[config.mk]
export PLATFORM = sky130hd
export DESIGN_NAME = fetch_stage_flat
export DESIGN_NICKNAME = d
export VERILOG_FILES = /design/src/rtl/fetch_stage_if.sv /design/src/rtl/fetch_stage.sv /design/src/flat_wrapper.sv
export SDC_FILE = /design/constraint.sdc
export NUM_CORES = 1
export LEC_CHECK = 0
export BUFFER_PORTS_ARGS = -buffer_cell sky130_fd_sc_hd__buf_2
export CORE_AREA = 2 2 112 114
export DETAILED_ROUTE_END_ITERATION = 6
export DIE_AREA = 0 0 114 116
export PLACE_DENSITY = 0.74
export SLEW_MARGIN = 20
export SYNTH_ARGS = -nofsm -noshare
export SYNTH_HDL_FRONTEND = slang
export SYNTH_SLANG_ARGS = --single-unit
[constraint.sdc]
create_clock -name clock -period 4.33 [get_ports clock]
set_input_delay 0.866 -clock clock [delete_from_list [all_inputs] [get_ports clock]]
set_output_delay 0.866 -clock clock [all_outputs]
set_load 0.03 [all_outputs]
[src/rtl/fetch_stage_if.sv]
// Fetch-stage bus: hazard/decode controls, IMEM port and IF/ID register outputs.
// Bit 0 is the MSB on every bus.
// master = fetch stage, slave = decode/hazard/IMEM side.
interface fetch_stage_if;
  logic        stall;
  logic        branch;
  logic [0:31] branch_target;
  logic [0:31] imem_addr;
  logic [0:31] imem_rdata;
  logic [0:31] instruction;
  logic [0:31] pc_out;
  logic [0:31] pc_plus4;
  logic        valid;
  logic        halted;

  modport master (
    input  stall, branch, branch_target, imem_rdata,
    output imem_addr, instruction, pc_out, pc_plus4, valid, halted
  );

  modport slave (
    output stall, branch, branch_target, imem_rdata,
    input  imem_addr, instruction, pc_out, pc_plus4, valid, halted
  );
endinterface

[src/rtl/fetch_stage.sv]
// IF stage: owns the PC, drives the IMEM address and holds the IF/ID register (FETCH_TRAP_HALT_EN adds trap halt).
// Latency: imem_addr is the PC combinationally; IMEM data reaches IF/ID one clock later.
// Backpressure: stall holds PC and IF/ID; branch overrides stall and flushes IF/ID with a bubble.
module fetch_stage #(
  parameter logic [0:31] RESET_PC  = 32'h0000_0000,
  parameter logic [0:31] NOP_WORD  = 32'h5400_0000
`ifdef FETCH_TRAP_HALT_EN
  ,
  parameter logic [0:31] TRAP_WORD = 32'h4400_0300
`endif
) (
  input logic         clock,
  input logic         reset,
  fetch_stage_if.master bus
);

  logic [0:31] pc_q, pc_d;
  logic [0:31] instr_q, instr_d;
  logic [0:31] pc_out_q, pc_out_d;
  logic [0:31] pc_plus4_q, pc_plus4_d;
  logic        valid_q, valid_d;
  logic        halt_active;

  logic [0:31] pc_inc;
  logic [0:31] branch_pc;
  logic        unused_target_lsbs;

  // Word-aligned redirect target; PC increment wraps modulo 2^32.
  assign pc_inc             = pc_q + 32'd4;
  assign branch_pc          = {bus.branch_target[0:29], 2'b00};
  assign unused_target_lsbs = ^bus.branch_target[30:31];

`ifdef FETCH_TRAP_HALT_EN
  typedef enum logic {RUN = 1'b0, HALT = 1'b1} state_t;
  state_t state_q, state_d;

  // State register: reset always returns to RUN.
  always_ff @(posedge clock) begin
    if (reset) state_q <= RUN;
    else       state_q <= state_d;
  end

  // Next state: a trap latched on an advance freezes fetch; only a redirect resumes it.
  always_comb begin
    state_d = state_q;
    if (bus.branch) begin
      state_d = RUN;
    end else if (state_q == RUN && !bus.stall && bus.imem_rdata == TRAP_WORD) begin
      state_d = HALT;
    end
  end

  // FSM outputs.
  always_comb begin
    halt_active = (state_q == HALT);
    bus.halted  = halt_active;
  end
`else
  // Without trap halt the stage never freezes.
  always_comb begin
    halt_active = 1'b0;
    bus.halted  = 1'b0;
  end
`endif

  // Next PC and IF/ID contents: branch > stall > advance; halted fetch drains to bubbles.
  always_comb begin
    pc_d       = pc_q;
    instr_d    = instr_q;
    pc_out_d   = pc_out_q;
    pc_plus4_d = pc_plus4_q;
    valid_d    = valid_q;
    if (bus.branch) begin
      pc_d       = branch_pc;
      instr_d    = NOP_WORD;
      pc_out_d   = '0;
      pc_plus4_d = '0;
      valid_d    = 1'b0;
    end else if (halt_active) begin
      if (!bus.stall) begin
        instr_d = NOP_WORD;
        valid_d = 1'b0;
      end
    end else if (!bus.stall) begin
      pc_d       = pc_inc;
      instr_d    = bus.imem_rdata;
      pc_out_d   = pc_q;
      pc_plus4_d = pc_inc;
      valid_d    = 1'b1;
    end
  end

  // PC and IF/ID register with synchronous reset.
  always_ff @(posedge clock) begin
    if (reset) begin
      pc_q       <= RESET_PC;
      instr_q    <= NOP_WORD;
      pc_out_q   <= '0;
      pc_plus4_q <= '0;
      valid_q    <= 1'b0;
    end else begin
      pc_q       <= pc_d;
      instr_q    <= instr_d;
      pc_out_q   <= pc_out_d;
      pc_plus4_q <= pc_plus4_d;
      valid_q    <= valid_d;
    end
  end

  // Drive the bus.
  always_comb begin
    bus.imem_addr   = pc_q;
    bus.instruction = instr_q;
    bus.pc_out      = pc_out_q;
    bus.pc_plus4    = pc_plus4_q;
    bus.valid       = valid_q;
  end

endmodule

[src/flat_wrapper.sv]
// flat-port wrapper written by rule: the top's interface ports become plain ports
module fetch_stage_flat 
#(
  parameter logic [0:31] RESET_PC  = 32'h0000_0000,
  parameter logic [0:31] NOP_WORD  = 32'h5400_0000

)
  (clock, reset, bus_stall, bus_branch, bus_branch_target, bus_imem_rdata, bus_imem_addr, bus_instruction, bus_pc_out, bus_pc_plus4, bus_valid, bus_halted);
  fetch_stage_if bus_i ();
  input logic clock;
  input logic reset;
  input wire logic [$bits(bus_i.stall)-1:0] bus_stall;
  input wire logic [$bits(bus_i.branch)-1:0] bus_branch;
  input wire logic [$bits(bus_i.branch_target)-1:0] bus_branch_target;
  input wire logic [$bits(bus_i.imem_rdata)-1:0] bus_imem_rdata;
  output wire logic [$bits(bus_i.imem_addr)-1:0] bus_imem_addr;
  output wire logic [$bits(bus_i.instruction)-1:0] bus_instruction;
  output wire logic [$bits(bus_i.pc_out)-1:0] bus_pc_out;
  output wire logic [$bits(bus_i.pc_plus4)-1:0] bus_pc_plus4;
  output wire logic [$bits(bus_i.valid)-1:0] bus_valid;
  output wire logic [$bits(bus_i.halted)-1:0] bus_halted;
  assign bus_i.stall = bus_stall;
  assign bus_i.branch = bus_branch;
  assign bus_i.branch_target = bus_branch_target;
  assign bus_i.imem_rdata = bus_imem_rdata;
  assign bus_imem_addr = bus_i.imem_addr;
  assign bus_instruction = bus_i.instruction;
  assign bus_pc_out = bus_i.pc_out;
  assign bus_pc_plus4 = bus_i.pc_plus4;
  assign bus_valid = bus_i.valid;
  assign bus_halted = bus_i.halted;
  fetch_stage #(.RESET_PC(RESET_PC), .NOP_WORD(NOP_WORD)) u_core (.clock(clock), .reset(reset), .bus(bus_i));
endmodule
==> metrics.log <==
INFO  metric run_status = complete, no violations
INFO  metric floorplan.core_area = 11910 um^2
INFO  metric post_drt_via_cell_ratio = around 5.2
INFO  metric synth-edff-count = 0
INFO  metric synthTopCellsByCount = 123 x dfxtp_1, 106 x nor2_1, 63 x mux2i_1
INFO  metric timing.critical_path.arrival = 3.11 ns
INFO  metric areaGrowthSynthToFinish = 28.03%
INFO  metric synthMostInstantiatedCell = dfxtp_1
INFO  metric post_cts_resized = 0
INFO  metric synth_top_cell_by_area = dfxtp_1
INFO  metric place.detailed.instances = between 800 and 900
INFO  metric avgSynthCellArea = approximately 9 um^2
INFO  metric core.rowCount = 40
INFO  metric worst_hold_path_type = reg -> reg
INFO  metric timing_max_transition_violations_final = 0
INFO  metric gpl.final_weighted_congestion = roughly 0.87
INFO  metric clock_sinks = between 100 and 150
INFO  metric drtPass1Iterations = 4
INFO  metric syn_inst = between 600 and 700
INFO  metric critical_path_peak_fanout = 14
INFO  metric netlist_area = around 5400 um^2
INFO  metric antenna_cells = 0
INFO  metric yosys_warnings = 0
INFO  metric io_pins = roughly 200
INFO  metric startpoint_type = flop
INFO  metric grt_pass1_vias = 4617
INFO  metric dp_hpwl = 10380 um
INFO  metric floorplan.die_area = around 13000 um^2
INFO  metric finalInstanceArea = roughly 7000 um^2
INFO  metric initial_antenna_violation_count = 0
INFO  metric synth-seq-cells = about 120
INFO  metric fin_skew = 0.005955 ns
INFO  metric die_h = between 100 and 150 um
INFO  metric vdd.ir_drop.worst = roughly 240 uV
INFO  metric timing.fmax = between 300 and 400 MHz
INFO  metric report.final.hold_viol_count = 0
INFO  metric postSynth.topFlopCell = dfxtp_1
INFO  metric numCtsBuffers = 17
INFO  metric die_width = approximately 110 um
INFO  metric routedWlPerCell = 15.63 um
INFO  metric hold_buffers = 0
INFO  metric worst_slew_pin_slew = between 0.8 and 0.9 ns
INFO  metric postRouteWirelength = 14460 um
INFO  metric clock_path_buffers = 2
INFO  metric route.antenna.remaining_nets = 0
INFO  metric slew_headroom = 0.4247
INFO  metric fin_crit = ~2.8 ns
INFO  metric synth-seq-area-share = 0.4570
INFO  metric hold_slack_final = between 0.4 and 0.5 ns
INFO  metric h-tree-depth = 4
INFO  metric max_cap_viol_count = 0
INFO  metric synthArstFlopShare = 0
INFO  metric setup.worst_path.end_class = flop
INFO  metric cts_tree = built
INFO  metric overflow = 0
INFO  metric cts_setup_buffers = 0
INFO  metric yosysTopAreaCellShare = 0.4570
INFO  metric grt_usage = 0.2196
INFO  metric clkSlewWorstSetupHoldPaths = about 0.050 ns
INFO  metric final_core_utilization = 0.5791
INFO  metric ys_top_cells_by_area = dfxtp_1 46%, mux2i_1 12%, nor2_1 7.4%
INFO  metric post_detailed_route_drc_marker_count = 0
INFO  metric setup-tns-final = 0 ns
INFO  metric critPathRequiredTime = about 4.7 ns
INFO  metric routed-via-count = a little under 5000
INFO  metric starting_density_of_the_core = 0.4523
INFO  metric grt_max_degree = 52
INFO  metric p_leak = roughly 3.1 nW
INFO  metric wire_length_of_the_first_global_routing_pass = between 20000 and 25000 um
INFO  metric cts-root-buf = clkbuf_16
INFO  metric portBuffers = roughly 190
INFO  metric num-fill-cells = 1072
INFO  metric pwr_density_cell = 431.1 nW/um^2
INFO  metric worstSkewPairLatency = roughly 0.42 ns
INFO  metric design.final.nets = 836
INFO  metric number_of_failing_setup_endpoints_in_the_final_timing_report = 0
INFO  metric final_cells = approximately 930
INFO  metric placed_area = ~6300 um^2
INFO  metric synth_cell_type_count = 48
INFO  metric drive_above_1_share = 0.2956
INFO  metric finalCritPeriodShare = 0.6401
INFO  metric rsz0062_at_grt = false
INFO  metric critPathKind = reg -> reg
INFO  metric starting_drc_count_in_detailed_routing = ~260
==> report_power, final <==
group	switching (W)	leakage (nW)	internal [W]	total (W)
logic	0.000218	1.80	0.000119	0.000337
clock network	0.000474	0.290	0.000929	0.00140
registers	0.0000555	1.01	0.00118	0.00123
total	0.000748	3.09	0.00223	0.00297
==> layout by cell type, fill, tap and decap left out, types with 3 or more instances in the layout <==
cell / synthesis / final
buf_2: 14 / 187
dfxtp_1: 123 / 123
nor2_1: 106 / 106
mux2i_1: 63 / 63
nand2_1: 37 / 37
a21oi_1: 37 / 37
xnor2_1: 35 / 35
o21ai_0: 23 / 23
a211oi_1: 19 / 19
clkbuf_16: 0 / 17
nor3_1: 16 / 16
xor2_1: 15 / 15
nand3_1: 9 / 9
nand4_1: 9 / 9
nor4_1: 8 / 8
conb_1: 1 / 7
clkbuf_8: 0 / 6
buf_4: 8 / 6
or3_1: 5 / 5
and3_1: 4 / 4
inv_1: 4 / 4
and4_1: 3 / 3
and2_1: 3 / 3
==> metrics by stage <==
step | total power [W] | setup slack (ns)
floorplan | 0.001489 | 2.115
global placement | 0.001585 | 1.407
detailed placement | 0.001595 | 1.367
CTS | 0.003001 | 1.566
global route | 0.003087 | 1.320
finish | 0.002974 | 1.558
==> final cells by class <==
class                      count  area, um^2  share of cell area
clock buffer                  24       511.7             0.07419
sequential                   123        2462              0.3570
clock inverter                 6       85.08             0.01233
tap                          147       183.9             0.02666
inverter                       5       18.77            0.002721
multi-input combinational    427        2655              0.3849
timing repair buffer         193       980.9              0.1422
==> final timing paths <==
path / endpoint / slack [ns] / startpoint / cells past startpoint
worst max-delay path: u_core.bus.imem_addr[5] / 1.56 / u_core.bus.imem_addr[29] / 6
worst min-delay path: u_core.bus.valid / 0.45 / u_core.bus.valid / 1
worst max register to register: u_core.bus.imem_addr[5] / 1.56 / u_core.bus.imem_addr[29] / 6
worst min register to register: u_core.bus.valid / 0.45 / u_core.bus.valid / 1
==> critical path: stages (launching register included) <==
cell	delay [ns]
dfxtp_1	0.50
ha_1	0.26
nand3_1	0.40
nor3_1	0.71
or3b_1	0.43
xor2_1	0.16
a211oi_2	0.22
==> state kept, by name, indices dropped and copies added (netlist names) <==
name / count
u_core.bus.pc_plus4: 30
u_core.bus.valid: 1
u_core.bus.pc_out: 30
u_core.bus.imem_addr: 30
u_core.bus.instruction: 32
==> layer usage <==
layer | up-vias | global-route usage | share of wire
li1 | 2392 | - | -
met4 | 0 | 0.08455 | 0.021
met1 | 2216 | 0.2608 | 0.42
met5 | - | 0 | 0
met3 | 30 | 0.06538 | 0.066
met2 | 194 | 0.3758 | 0.49
==> kinds of logic (layout without fill, tap and decap cells) <==
group | after synthesis | count (layout) | synth area share
compound gates | 88 | 88 | 0.09685
xor+xnor | 50 | 50 | 0.08128
fa+ha+maj | 1 | 1 | 0.002322
buf+inv | 62 | 228 | 0.05434
flops | 123 | 123 | 0.4570
mux | 63 | 63 | 0.1170
other cells | 1 | 7 | 0.0006960
simple gates | 218 | 218 | 0.1904
(Power assumes the default switching activity.)
